## src/rtl/spi_flash_arbiter.sv

```systemverilog
// spi_flash_arbiter: shares the board SPI flash between the DSP and CPU masters.
// Define SPI_ARB_TIMEOUT_EN to limit the length of a continuous grant.
module spi_flash_arbiter #(
   parameter int GUARD_CYCLES   = 4,
   parameter int DSP_PRIORITY   = 1,
   parameter int TIMEOUT_CYCLES = 1048576
) (
   input  logic       sysclk,
   input  logic       reset,
   input  logic       dsp_clk,
   input  logic       dsp_mosi,
   input  logic       dsp_cs_INV,
   output logic       dsp_miso,
   input  logic       cpu_clk,
   input  logic       cpu_mosi,
   input  logic       cpu_cs_INV,
   output logic       cpu_miso,
   input  logic       flash_miso,
   output logic       flash_clk,
   output logic       flash_mosi,
   output logic       flash_cs_INV,
   output logic       dsp_grant,
   output logic       cpu_grant,
   output logic [7:0] collision_count
);

   localparam logic [1:0] IDLE      = 2'd0;
   localparam logic [1:0] GRANT_DSP = 2'd1;
   localparam logic [1:0] GRANT_CPU = 2'd2;
   localparam logic [1:0] GUARD     = 2'd3;

   localparam int GW =
      (GUARD_CYCLES > 1) ? $clog2(GUARD_CYCLES) : 1;
   localparam logic [GW-1:0] GUARD_LAST = GW'(GUARD_CYCLES - 1);

   logic [1:0]    state;
   logic [1:0]    state_n;
   logic [GW-1:0] guard_cnt;
   logic [GW-1:0] guard_n;

   logic dsp_meta;
   logic s_dsp;
   logic s_dsp_d;
   logic cpu_meta;
   logic s_cpu;
   logic s_cpu_d;

   logic fresh_dsp;
   logic fresh_cpu;

   logic dsp_fall;
   logic dsp_rise;
   logic cpu_fall;
   logic cpu_rise;
   logic dsp_elig;
   logic cpu_elig;
   logic dsp_lost;
   logic cpu_lost;
   logic dsp_tmo;
   logic cpu_tmo;
   logic dsp_pen;
   logic cpu_pen;

   logic [8:0] count_sum;

   // Two-flop CS synchronisers plus a delay flop for edge detection.
   always_ff @(posedge sysclk or posedge reset) begin
      if (reset) begin
         dsp_meta <= 1'b1;
         s_dsp    <= 1'b1;
         s_dsp_d  <= 1'b1;
         cpu_meta <= 1'b1;
         s_cpu    <= 1'b1;
         s_cpu_d  <= 1'b1;
      end else begin
         dsp_meta <= dsp_cs_INV;
         s_dsp    <= dsp_meta;
         s_dsp_d  <= s_dsp;
         cpu_meta <= cpu_cs_INV;
         s_cpu    <= cpu_meta;
         s_cpu_d  <= s_cpu;
      end
   end

   assign dsp_fall = s_dsp_d & ~s_dsp;
   assign dsp_rise = ~s_dsp_d & s_dsp;
   assign cpu_fall = s_cpu_d & ~s_cpu;
   assign cpu_rise = ~s_cpu_d & s_cpu;

   assign dsp_elig = ~s_dsp & fresh_dsp;
   assign cpu_elig = ~s_cpu & fresh_cpu;

   // A request arriving while the other side owns the bus is lost.
   assign dsp_lost = dsp_fall & (state == GRANT_CPU);
   assign cpu_lost = cpu_fall & (state == GRANT_DSP);

`ifdef SPI_ARB_TIMEOUT_EN
   localparam int TW =
      (TIMEOUT_CYCLES > 1) ? $clog2(TIMEOUT_CYCLES) : 1;
   localparam logic [TW-1:0] TMO_LAST = TW'(TIMEOUT_CYCLES - 1);

   logic [TW-1:0] tmo_cnt;
   logic          tmo_hit;

   assign tmo_hit = (tmo_cnt == TMO_LAST);
   // A release in the final cycle wins over the timeout penalty.
   assign dsp_tmo = (state == GRANT_DSP) & ~s_dsp & tmo_hit;
   assign cpu_tmo = (state == GRANT_CPU) & ~s_cpu & tmo_hit;

   // Grant length counter, cleared whenever ownership changes.
   always_ff @(posedge sysclk or posedge reset) begin
      if (reset) begin
         tmo_cnt <= '0;
      end else if ((state_n == state) &&
                   ((state == GRANT_DSP) ||
                    (state == GRANT_CPU))) begin
         tmo_cnt <= tmo_cnt + 1'b1;
      end else begin
         tmo_cnt <= '0;
      end
   end
`else
   assign dsp_tmo = 1'b0;
   assign cpu_tmo = 1'b0;
`endif

   assign dsp_pen = dsp_lost | dsp_tmo;
   assign cpu_pen = cpu_lost | cpu_tmo;

   // Ownership FSM next state and guard count.
   always_comb begin
      state_n = state;
      guard_n = guard_cnt;
      case (state)
         IDLE: begin
            if (dsp_elig && cpu_elig) begin
               state_n = (DSP_PRIORITY != 0) ?
                         GRANT_DSP : GRANT_CPU;
            end else if (dsp_elig) begin
               state_n = GRANT_DSP;
            end else if (cpu_elig) begin
               state_n = GRANT_CPU;
            end
         end
         GRANT_DSP: begin
            if (s_dsp || dsp_tmo) begin
               state_n = GUARD;
               guard_n = '0;
            end
         end
         GRANT_CPU: begin
            if (s_cpu || cpu_tmo) begin
               state_n = GUARD;
               guard_n = '0;
            end
         end
         GUARD: begin
            if (guard_cnt == GUARD_LAST) begin
               state_n = IDLE;
            end else begin
               guard_n = guard_cnt + 1'b1;
            end
         end
         default: begin
            state_n = IDLE;
         end
      endcase
   end

   // State, guard count and grants move together on each edge.
   always_ff @(posedge sysclk or posedge reset) begin
      if (reset) begin
         state     <= IDLE;
         guard_cnt <= '0;
         dsp_grant <= 1'b0;
         cpu_grant <= 1'b0;
      end else begin
         state     <= state_n;
         guard_cnt <= guard_n;
         dsp_grant <= (state_n == GRANT_DSP);
         cpu_grant <= (state_n == GRANT_CPU);
      end
   end

   // Fresh flags: armed by a CS release, disarmed by a lost request.
   always_ff @(posedge sysclk or posedge reset) begin
      if (reset) begin
         fresh_dsp <= 1'b1;
         fresh_cpu <= 1'b1;
      end else begin
         if (dsp_rise) begin
            fresh_dsp <= 1'b1;
         end else if (dsp_pen) begin
            fresh_dsp <= 1'b0;
         end
         if (cpu_rise) begin
            fresh_cpu <= 1'b1;
         end else if (cpu_pen) begin
            fresh_cpu <= 1'b0;
         end
      end
   end

   assign count_sum = {1'b0, collision_count} +
                      {8'd0, dsp_pen} +
                      {8'd0, cpu_pen};

   // Saturating lost-request counter.
   always_ff @(posedge sysclk or posedge reset) begin
      if (reset) begin
         collision_count <= 8'd0;
      end else if (count_sum[8]) begin
         collision_count <= 8'hFF;
      end else begin
         collision_count <= count_sum[7:0];
      end
   end

   assign flash_cs_INV = ~(dsp_grant & ~dsp_cs_INV) &
                         ~(cpu_grant & ~cpu_cs_INV);
   assign flash_clk  = (dsp_grant & dsp_clk) |
                       (cpu_grant & cpu_clk);
   assign flash_mosi = (dsp_grant & dsp_mosi) |
                       (cpu_grant & cpu_mosi);
   assign dsp_miso   = dsp_grant & flash_miso;
   assign cpu_miso   = cpu_grant & flash_miso;

endmodule

```

## config.mk

```make
export PLATFORM = sky130hd
export DESIGN_NAME = spi_flash_arbiter
export DESIGN_NICKNAME = d
export VERILOG_FILES = /design/src/rtl/spi_flash_arbiter.sv
export SDC_FILE = /design/constraint.sdc
export NUM_CORES = 1
export LEC_CHECK = 0
export CORE_UTILIZATION = 51
export CTS_CLUSTER_SIZE = 14
export DETAILED_ROUTE_END_ITERATION = 7
export PLACE_DENSITY = 0.82
export SKIP_CTS_REPAIR_TIMING = 1
export SLEW_MARGIN = 0
export SYNTH_ARGS = -nofsm -noshare
export SYNTH_HDL_FRONTEND = slang
export SYNTH_SLANG_ARGS = --single-unit
```

## constraint.sdc

```tcl
create_clock -name sysclk -period 5.2 [get_ports sysclk]
set_input_delay 0.78 -clock sysclk [delete_from_list [all_inputs] [get_ports sysclk]]
set_output_delay 0.78 -clock sysclk [all_outputs]
set_load 0.05 [all_outputs]
```

==> flow_metrics.tcl, run 1 <==
set metrics [dict create \
    drive_gt1_share_pct 15.8 \
    htreeDepth 1 \
    antenna_left 0 \
    cp_data_required_time_ps 4420 \
    clkSinkCount 22 \
    max_slew.worst_pin.slew_ps 801 \
    mostFrequentLayoutCells "clkdlybuf4s50_1 (23), dfrtp_1 (14), nand2_1 (10)" \
    clk_latency_ps 300 \
    rows 15 \
    finalSetupViolCount 0 \
    p_leak_nw 0.576 \
    r2r_slack_ps 2790 \
    irDropWorstVdd_v 0.000329 \
    hp-class "reg -> reg" \
    slew_headroom_pct 46.6 \
    placed_cell_area_mm2 0.00124 \
    synthCells 88 \
    dp_hpwl_um 1430 \
    holdPathEnd "s_dsp" \
    path_max_fanout 2 \
    syn_area_um2 991 \
    status "finished, final reports clean" \
    slew_violations 0 \
    fin_tns_setup_ps 0 \
    setup_ws_ps 2100 \
    nets 127 \
    initial_core_util_pct 55.6 \
    synth_cell_types 34 \
    final.setup_skew_ps 3.66 \
    endpoint_kind "output pin" \
    vias 758 \
    fillers 135 \
    grt_pass1_vias 758 \
    drc 0 \
    r2r_cells 5 \
    grt.overflow.total 0 \
    max_cap_violations 0 \
    die_y_um 46.1 \
    slowest_delay_ps 830 \
    finalHoldViolations 0 \
    cts_buffers 3 \
    synth_flop_cell "dfrtp_1" \
    cts-root-buf "clkbuf_4" \
    area_growth_pct 30.6 \
    die_area_mm2 0.00212 \
    dp.cells 135 \
    grt_usage_pct 22.1 \
    crit_top_cell "clkdlybuf4s50_1" \
    cts_buffer_depth 2 \
    power_density_mw_per_mm2 585 \
    crit_type "in -> out" \
    r2r_start "s_dsp_d" \
    max_freq_ghz 0.322 \
    multi_input_area_um2 389 \
    portBuffers 23 \
    core_area_mm2 0.00178 \
    pre_cts_slack_ps 2090 \
    reg2reg_to "collision_count[7]" \
    firstDrtPassIters 4 \
    seq_area_frac_synth_pct 56.6 \
    rsz0062_at_grt "no" \
    fin_crit_ps 3100 \
    vias_per_cell 5.45 \
    synthArstFlopShare_pct 100 \
    drt_iter0_drc 16 \
    fin_cells 139 \
    holdPathStages 0 \
    ys_seq_elements 22 \
    yosysWarningCount 0 \
    cp_num_buf_inv 3 \
    fin_hold_ws_ps 367 \
    die_width_um 46.1 \
    slowest_stage "clkdlybuf4s50_1" \
    n_antenna_cell 0 \
    start_kind "input port" \
    ff_latch_area_um2 561 \
    cts_tree "yes" \
    synth-edff-count 0 \
    ios 24 \
    synth.avg_cell_area_um2 11.3 \
    routed_wl_um 2010 \
    gp_congestion 0.817 \
    worstPathCellList "clkdlybuf4s50_1 -> inv_1 -> a22oi_1 -> clkdlybuf4s50_1" \
    period_share_pct 59.7 \
    critPathTopFamily "buffers and inverters" \
    clk_pin_slew_ps 120 \
    antenna_found_initial 0 \
    grt_pass1_wl_um 3280 \
    stdcell_area_mm2 0.00129 \
    routedWlPerCell_um 14.4 \
    grt_max_degree 23 \
    cp.arrival_ps 2320 \
    syn-num-nets 100 \
    worstHoldStart "dsp_meta" \
    layout_commonest_cell "clkdlybuf4s50_1" \
]
==> routing by layer <==
layer  track usage [%]  wire length, um  up-vias  part of all wire (%)
li1                  -                -      362                     -
met1              28.7              872      373                    43
met4              6.47                0        0                     0
met3              4.71               97        0                   4.8
met5                 0                0        -                     0
met2              36.9             1040       23                    52
==> cell usage after synthesis, drive strengths merged, types with 2 or more instances <==
cell | n | share of area (%)
and2 | 3 | 1.9
nor2 | 4 | 1.5
nand2 | 10 | 3.8
inv | 8 | 3.0
o21ai | 6 | 3.0
a22o | 2 | 1.8
and3b | 2 | 1.8
dfrtp | 14 | 35
ha | 2 | 2.5
or2 | 2 | 1.3
mux2 | 2 | 2.3
dfstp | 8 | 21
a21oi | 4 | 2.0
==> logic make-up (layout without fill, tap and decap cells) <==
kind of cell / Yosys count / in the layout / share of synthesized area (%)
simple gates: 32 / 32 / 18.4
flops: 22 / 22 / 56.6
compound gates: 19 / 19 / 13.1
buf+inv: 9 / 35 / 4.17
fa+ha+maj: 3 / 3 / 4.55
mux: 2 / 2 / 2.27
xor+xnor: 1 / 1 / 0.884
==> area by class of cell <==
| type | count | share of cell area (%) |
|---|---|---|
| inverter | 8 | 2.32 |
| tap | 25 | 2.42 |
| clock buffer | 3 | 1.74 |
| multi-input combinational | 57 | 30.1 |
| sequential | 22 | 43.3 |
| timing repair buffer | 23 | 17.8 |
| clock inverter | 1 | 2.32 |
==> flip-flops by register name, indices dropped and copies added (netlist names) <==
name,flops
collision_count,8
cpu_grant,1
cpu_meta,1
dsp_grant,1
dsp_meta,1
fresh_cpu,1
fresh_dsp,1
guard_cnt,2
s_cpu,1
s_cpu_d,1
s_dsp,1
s_dsp_d,1
state,2
==> stage by stage <==
| step | total power, mW | utilization (%) |
|---|---|---|
| 2_1_floorplan | 0.517 | - |
| 3_3_place_gp | 0.613 | 69.6 |
| 3_5_place_dp | 0.625 | 69.6 |
| 4_1_cts | 0.760 | 72.6 |
| 5_1_grt | 0.799 | 72.6 |
| 6_report | 0.757 | 72.6 |
==> worst max-delay path by stage <==
stage	from	end	slack, ps	depth (start not counted)
CTS	dsp_cs_INV	flash_cs_INV	2070	4
global route	dsp_cs_INV	flash_cs_INV	2030	4
detailed placement	dsp_cs_INV	flash_cs_INV	2090	4
finish	dsp_cs_INV	flash_cs_INV	2100	4
floorplan	dsp_cs_INV	flash_cs_INV	2790	2
global placement	dsp_cs_INV	flash_cs_INV	2150	4
==> power breakdown <==
part           internal [mW]  total [mW]  switching (mW)
clock                 0.0779       0.130          0.0519
combinational          0.133       0.349           0.217
sequential             0.224       0.278          0.0542
total                  0.435       0.757           0.323
No activity file was read; power rests on OpenSTA's default activity.
==> run 2: changes to the inputs <==
Settings changed: CORE_UTILIZATION 51 to 43, PLACE_DENSITY 0.82 to 0.74.
Clock period 5.2 ns to 2.61 ns, I/O delays scaled along.
==> flow_metrics.tcl, run 2 (same netlist as run 1, synthesis figures left out) <==
set metrics [dict create \
    grt.overflow.total 0 \
    dp_hpwl_um 1300 \
    cp_data_required_time_ps 2810 \
    power_switching_mw 0.618 \
    cts-root-buf "clkbuf_4" \
    drt_iter0_drc 16 \
    worstPathCellList "or4bb_1 -> fa_1 -> nand3b_1 -> nor3_1 -> mux2_2" \
    final_core_util_pct 58.4 \
    vias 732 \
    drc 0 \
    rsz0062_at_grt "no" \
    nets 127 \
    worstHoldStart "dsp_meta" \
    grt_pass1_vias 666 \
    vias_per_cell 5.15 \
    p_leak_nw 0.569 \
    final.setup_skew_ps 6.20 \
    area_growth_pct 29.0 \
    mostFrequentLayoutCells "clkdlybuf4s50_1 (22), dfrtp_1 (14), nand2_1 (10)" \
    ios 24 \
    antenna_left 0 \
    period_share_pct 89.0 \
    clockPowerShare_pct 12.9 \
    largest_reg_flops 8 \
    n_antenna_cell 0 \
    cts_buffer_depth 2 \
    grt_pass1_wl_um 2970 \
    path_max_fanout 3 \
    irDropWorstVdd_v 0.000738 \
    holdPathStages 0 \
    fin_cells 142 \
    holdPathEnd "s_dsp" \
    drive_gt1_share_pct 16.7 \
    reg_top3 "collision_count (8), guard_cnt (2), state (2)" \
    r2r_cells 5 \
    max_slew.worst_pin.slew_ps 773 \
    gp_congestion 0.799 \
    fin_crit_ps 2320 \
    intPower_mw 0.791 \
    max_cap_violations 0 \
    r2r_slack_ps 290 \
    status "finished, final reports clean" \
    endpoint_kind "register" \
    grt_usage_pct 16.0 \
    htreeDepth 1 \
    layout_commonest_cell "clkdlybuf4s50_1" \
    dp.cells 138 \
    cts_tree "yes" \
    antenna_found_initial 0 \
    max_freq_ghz 0.430 \
    core_area_mm2 0.00219 \
    slew_violations 0 \
    grt_max_degree 23 \
    crit_type "reg -> reg" \
    reg2reg_to "collision_count[7]" \
    cp.arrival_ps 2520 \
    slowest_stage "dfstp_2" \
    p_seq_share_pct 39.2 \
    clk_latency_ps 300 \
    slew_headroom_pct 48.4 \
    die_area_mm2 0.00250 \
    die_width_um 50.0 \
    routedWlPerCell_um 12.6 \
    hp-class "reg -> reg" \
    portBuffers 23 \
    clkSinkCount 22 \
    finalSetupViolCount 0 \
    clk_pin_slew_ps 120 \
    fin_tns_setup_ps 0 \
    switching_share_pct 43.9 \
    firstDrtPassIters 4 \
    slowest_delay_ps 540 \
    finalHoldViolations 0 \
    initial_core_util_pct 45.2 \
    cts_buffers 3 \
    combPwrFrac_pct 47.9 \
    power_density_mw_per_mm2 1100 \
    die_y_um 50.0 \
    routed_wl_um 1790 \
    regMostFlops "collision_count" \
    start_kind "register" \
    r2r_start "s_dsp_d" \
    rows 17 \
]
[run 2: cell types whose count changed in the layout (fill, tap and decap cells not counted), sizes merged]
cell           before  now
buf                 0    1
clkdlybuf4s50      23   22
bufinv              1    0
clkbuf              3    4
[run 2: layout make-up]
class,instances,area (um^2)
repair buffers,23,228
clock buffers,4,36.3
fillers,184,912
inverters,8,30.0
flip-flops and latches,22,561
well taps,28,35.0
multi-input cells,57,389
[run 2: critical path: cells and delay by family (launching register included)]
family	cells	cell delay [ps]
fa+ha+maj	1	390
flops	1	540
mux	1	350
simple gates	3	950
[run 2: power by group through the flow]
stage,Sequential (mW),Clock (mW),Combinational (mW)
global route,0.571,0.204,0.722
detailed placement,0.556,0,0.675
finish,0.553,0.181,0.675
floorplan,0.692,0,0.338
global placement,0.552,0,0.669
CTS,0.553,0.188,0.680
[run 2: worst max-delay path by stage]
stage / start / to / slack (ps) / cells past startpoint
floorplan: s_dsp_d / collision_count[7] / 350 / 5
global placement: s_dsp_d / collision_count[7] / 320 / 5
detailed placement: s_dsp_d / collision_count[7] / 300 / 5
finish: s_dsp_d / collision_count[7] / 290 / 5
CTS: s_dsp_d / collision_count[7] / 280 / 5
global route: s_dsp_d / collision_count[7] / 170 / 5
[run 2: through the flow]
step | hold slack (ps) | power [mW] | setup slack, ps | instance area [um^2]
floorplan | 345 | 1.03 | 345 | 991
global placement | 346 | 1.22 | 321 | 1240
detailed placement | 349 | 1.23 | 302 | 1240
CTS | 365 | 1.42 | 280 | 1280
global route | 368 | 1.50 | 172 | 1280
finish | 363 | 1.41 | 286 | 1280
[run 2: layer usage]
metal / routed length (um) / track usage, % / vias to the layer above
met2: 837 / 23.1 / 23
li1: - / - / 359
met1: 850 / 22.9 / 346
met3: 77 / 3.40 / 4
met4: 26 / 7.14 / 0
met5: 0 / 0 / -
==> variant (settings of run 2) <==
The parameter `GUARD_CYCLES` goes from 4 to 16.
--- a/src/rtl/spi_flash_arbiter.sv
+++ b/src/rtl/spi_flash_arbiter.sv
@@ -1,7 +1,7 @@
 // spi_flash_arbiter: shares the board SPI flash between the DSP and CPU masters.
 // Define SPI_ARB_TIMEOUT_EN to limit the length of a continuous grant.
 module spi_flash_arbiter #(
-   parameter int GUARD_CYCLES   = 4,
+   parameter int GUARD_CYCLES   = 16,
    parameter int DSP_PRIORITY   = 1,
    parameter int TIMEOUT_CYCLES = 1048576
 ) (
Check against the original RTL: not equivalent (Yosys sat finds a counterexample within 10 cycles, from zero or initial values and one cycle with reset high).
==> variant against run 2 <==
Routed wire length is 13% higher. Power decreased by 16%. Final area increased by 10%. Count of clock-buffer cells in the layout unchanged. Combinational power down 35%. Setup slack improved by 0.14 ns. Cell count is 11% higher. Hold slack gained 0.0088 ns. Sequential share of layout area is 0.53 points lower. Core utilization decreased by 1.4 points. Sequential cell count increased by 2. First-iteration DRC count down 31%. Area after synthesis up 14%. Largest cell class unchanged. Sequential power is essentially flat.
==> variant: results (changes against run 2) <==
[drt]
met3_length_um = 45  ; -42%
wl_met1_mm = 1.001  ; +18%
wire_per_inst_um = 12.86  ; +1.9%
num_vias = 834  ; +14%

[place]
dpl_worst_slack_ns = 0.4216  ; +0.1194 ns
placed_cells = 154  ; +12%
hpwl_mm = 1.494  ; +15%
gp_congestion = 0.7519  ; -5.9%
placed_area_sq_um = 1374  ; +11%

[cells_and_area]
top_regs = collision_count x8, guard_cnt x4, state x2
fill_cells = 217  ; +18%
finalNonFillerCells = 158  ; +11%
drive_gt1_share_pct = 14.06  ; -2.6 points

[pwr]
seqPwrFrac_pct = 46.9  ; +7.7 points
power.density_nw_per_um2 = 839.0  ; -24%
p_leak_nw = 0.6416  ; +13%
irDropWorstVdd_uv = 515.3  ; -30%

[yosys]
synthXorXnorAreaFrac_pct = 0  ; -0.88 points
synthAdderAreaFrac_pct = 4.004  ; -0.54 points
synth_compound_area_share_pct = 17.13  ; +4.0 points
netlist_top_cells_count = dfrtp_1 (16), inv_1 (10), a21oi_1 (9), dfstp_2 (8), nand2_1 (8)
synth.area.top_cells = dfrtp_1 (36%), dfstp_2 (19%), a21oi_1 (4.0%)
muxShareOfSynthArea_pct = 1.780  ; -0.49 points
yosysSeqAreaShare_pct = 54.28  ; -2.3 points

[global_routing]
grt_pass1_vias = 819  ; +23%
met2_usage_pct = 28.48  ; +5.4 points
grt_use_met3_pct = 3.161  ; -0.23 points
grt_max_degree = 25  ; +8.7%
use_met1_pct = 22.51  ; -0.35 points
grt_pass1_wl_mm = 3.539  ; +19%
grt_use_total_pct = 17.14  ; +1.1 points

[timing]
tightest_slew_ns = 0.5042  ; -0.2684 ns
fin_hold_ws_ns = 0.3716  ; +0.008808 ns
fin_skew_ns = 0.008455  ; +0.002253 ns

[setup_path]
r2r_start = state[1]
rr_worst_depth = 7  ; +2
timing.rr.end = collision_count[6]
cp_max_fo = 1  ; -2

[outcome]
status = complete, no violations

==> variant: worst max-delay path by stage <==
stage	slack [ns]	from	cells past startpoint	to
after floorplan	0.62	collision_count[0]	7	collision_count[6]
after global placement	0.45	flash_miso	3	cpu_miso
after detailed placement	0.42	dsp_mosi	3	flash_mosi
after CTS	0.42	dsp_mosi	3	flash_mosi
after global routing	0.32	state[1]	7	collision_count[6]
final	0.43	dsp_mosi	3	flash_mosi
==> variant: critical path, cell delays in order <==
cell and delay, ns:
clkdlybuf4s50_1 0.47, a22o_1 0.14, clkdlybuf4s50_1 0.79
==> variant: cell type report <==
| type | count | area, sq um | area share, % |
|---|---|---|---|
| multi-input combinational | 66 | 452.9 | 32.12 |
| timing repair buffer | 24 | 235.2 | 16.68 |
| sequential | 24 | 610.6 | 43.30 |
| tap | 30 | 37.54 | 2.662 |
| clock buffer | 4 | 36.28 | 2.573 |
| inverter | 10 | 37.54 | 2.662 |
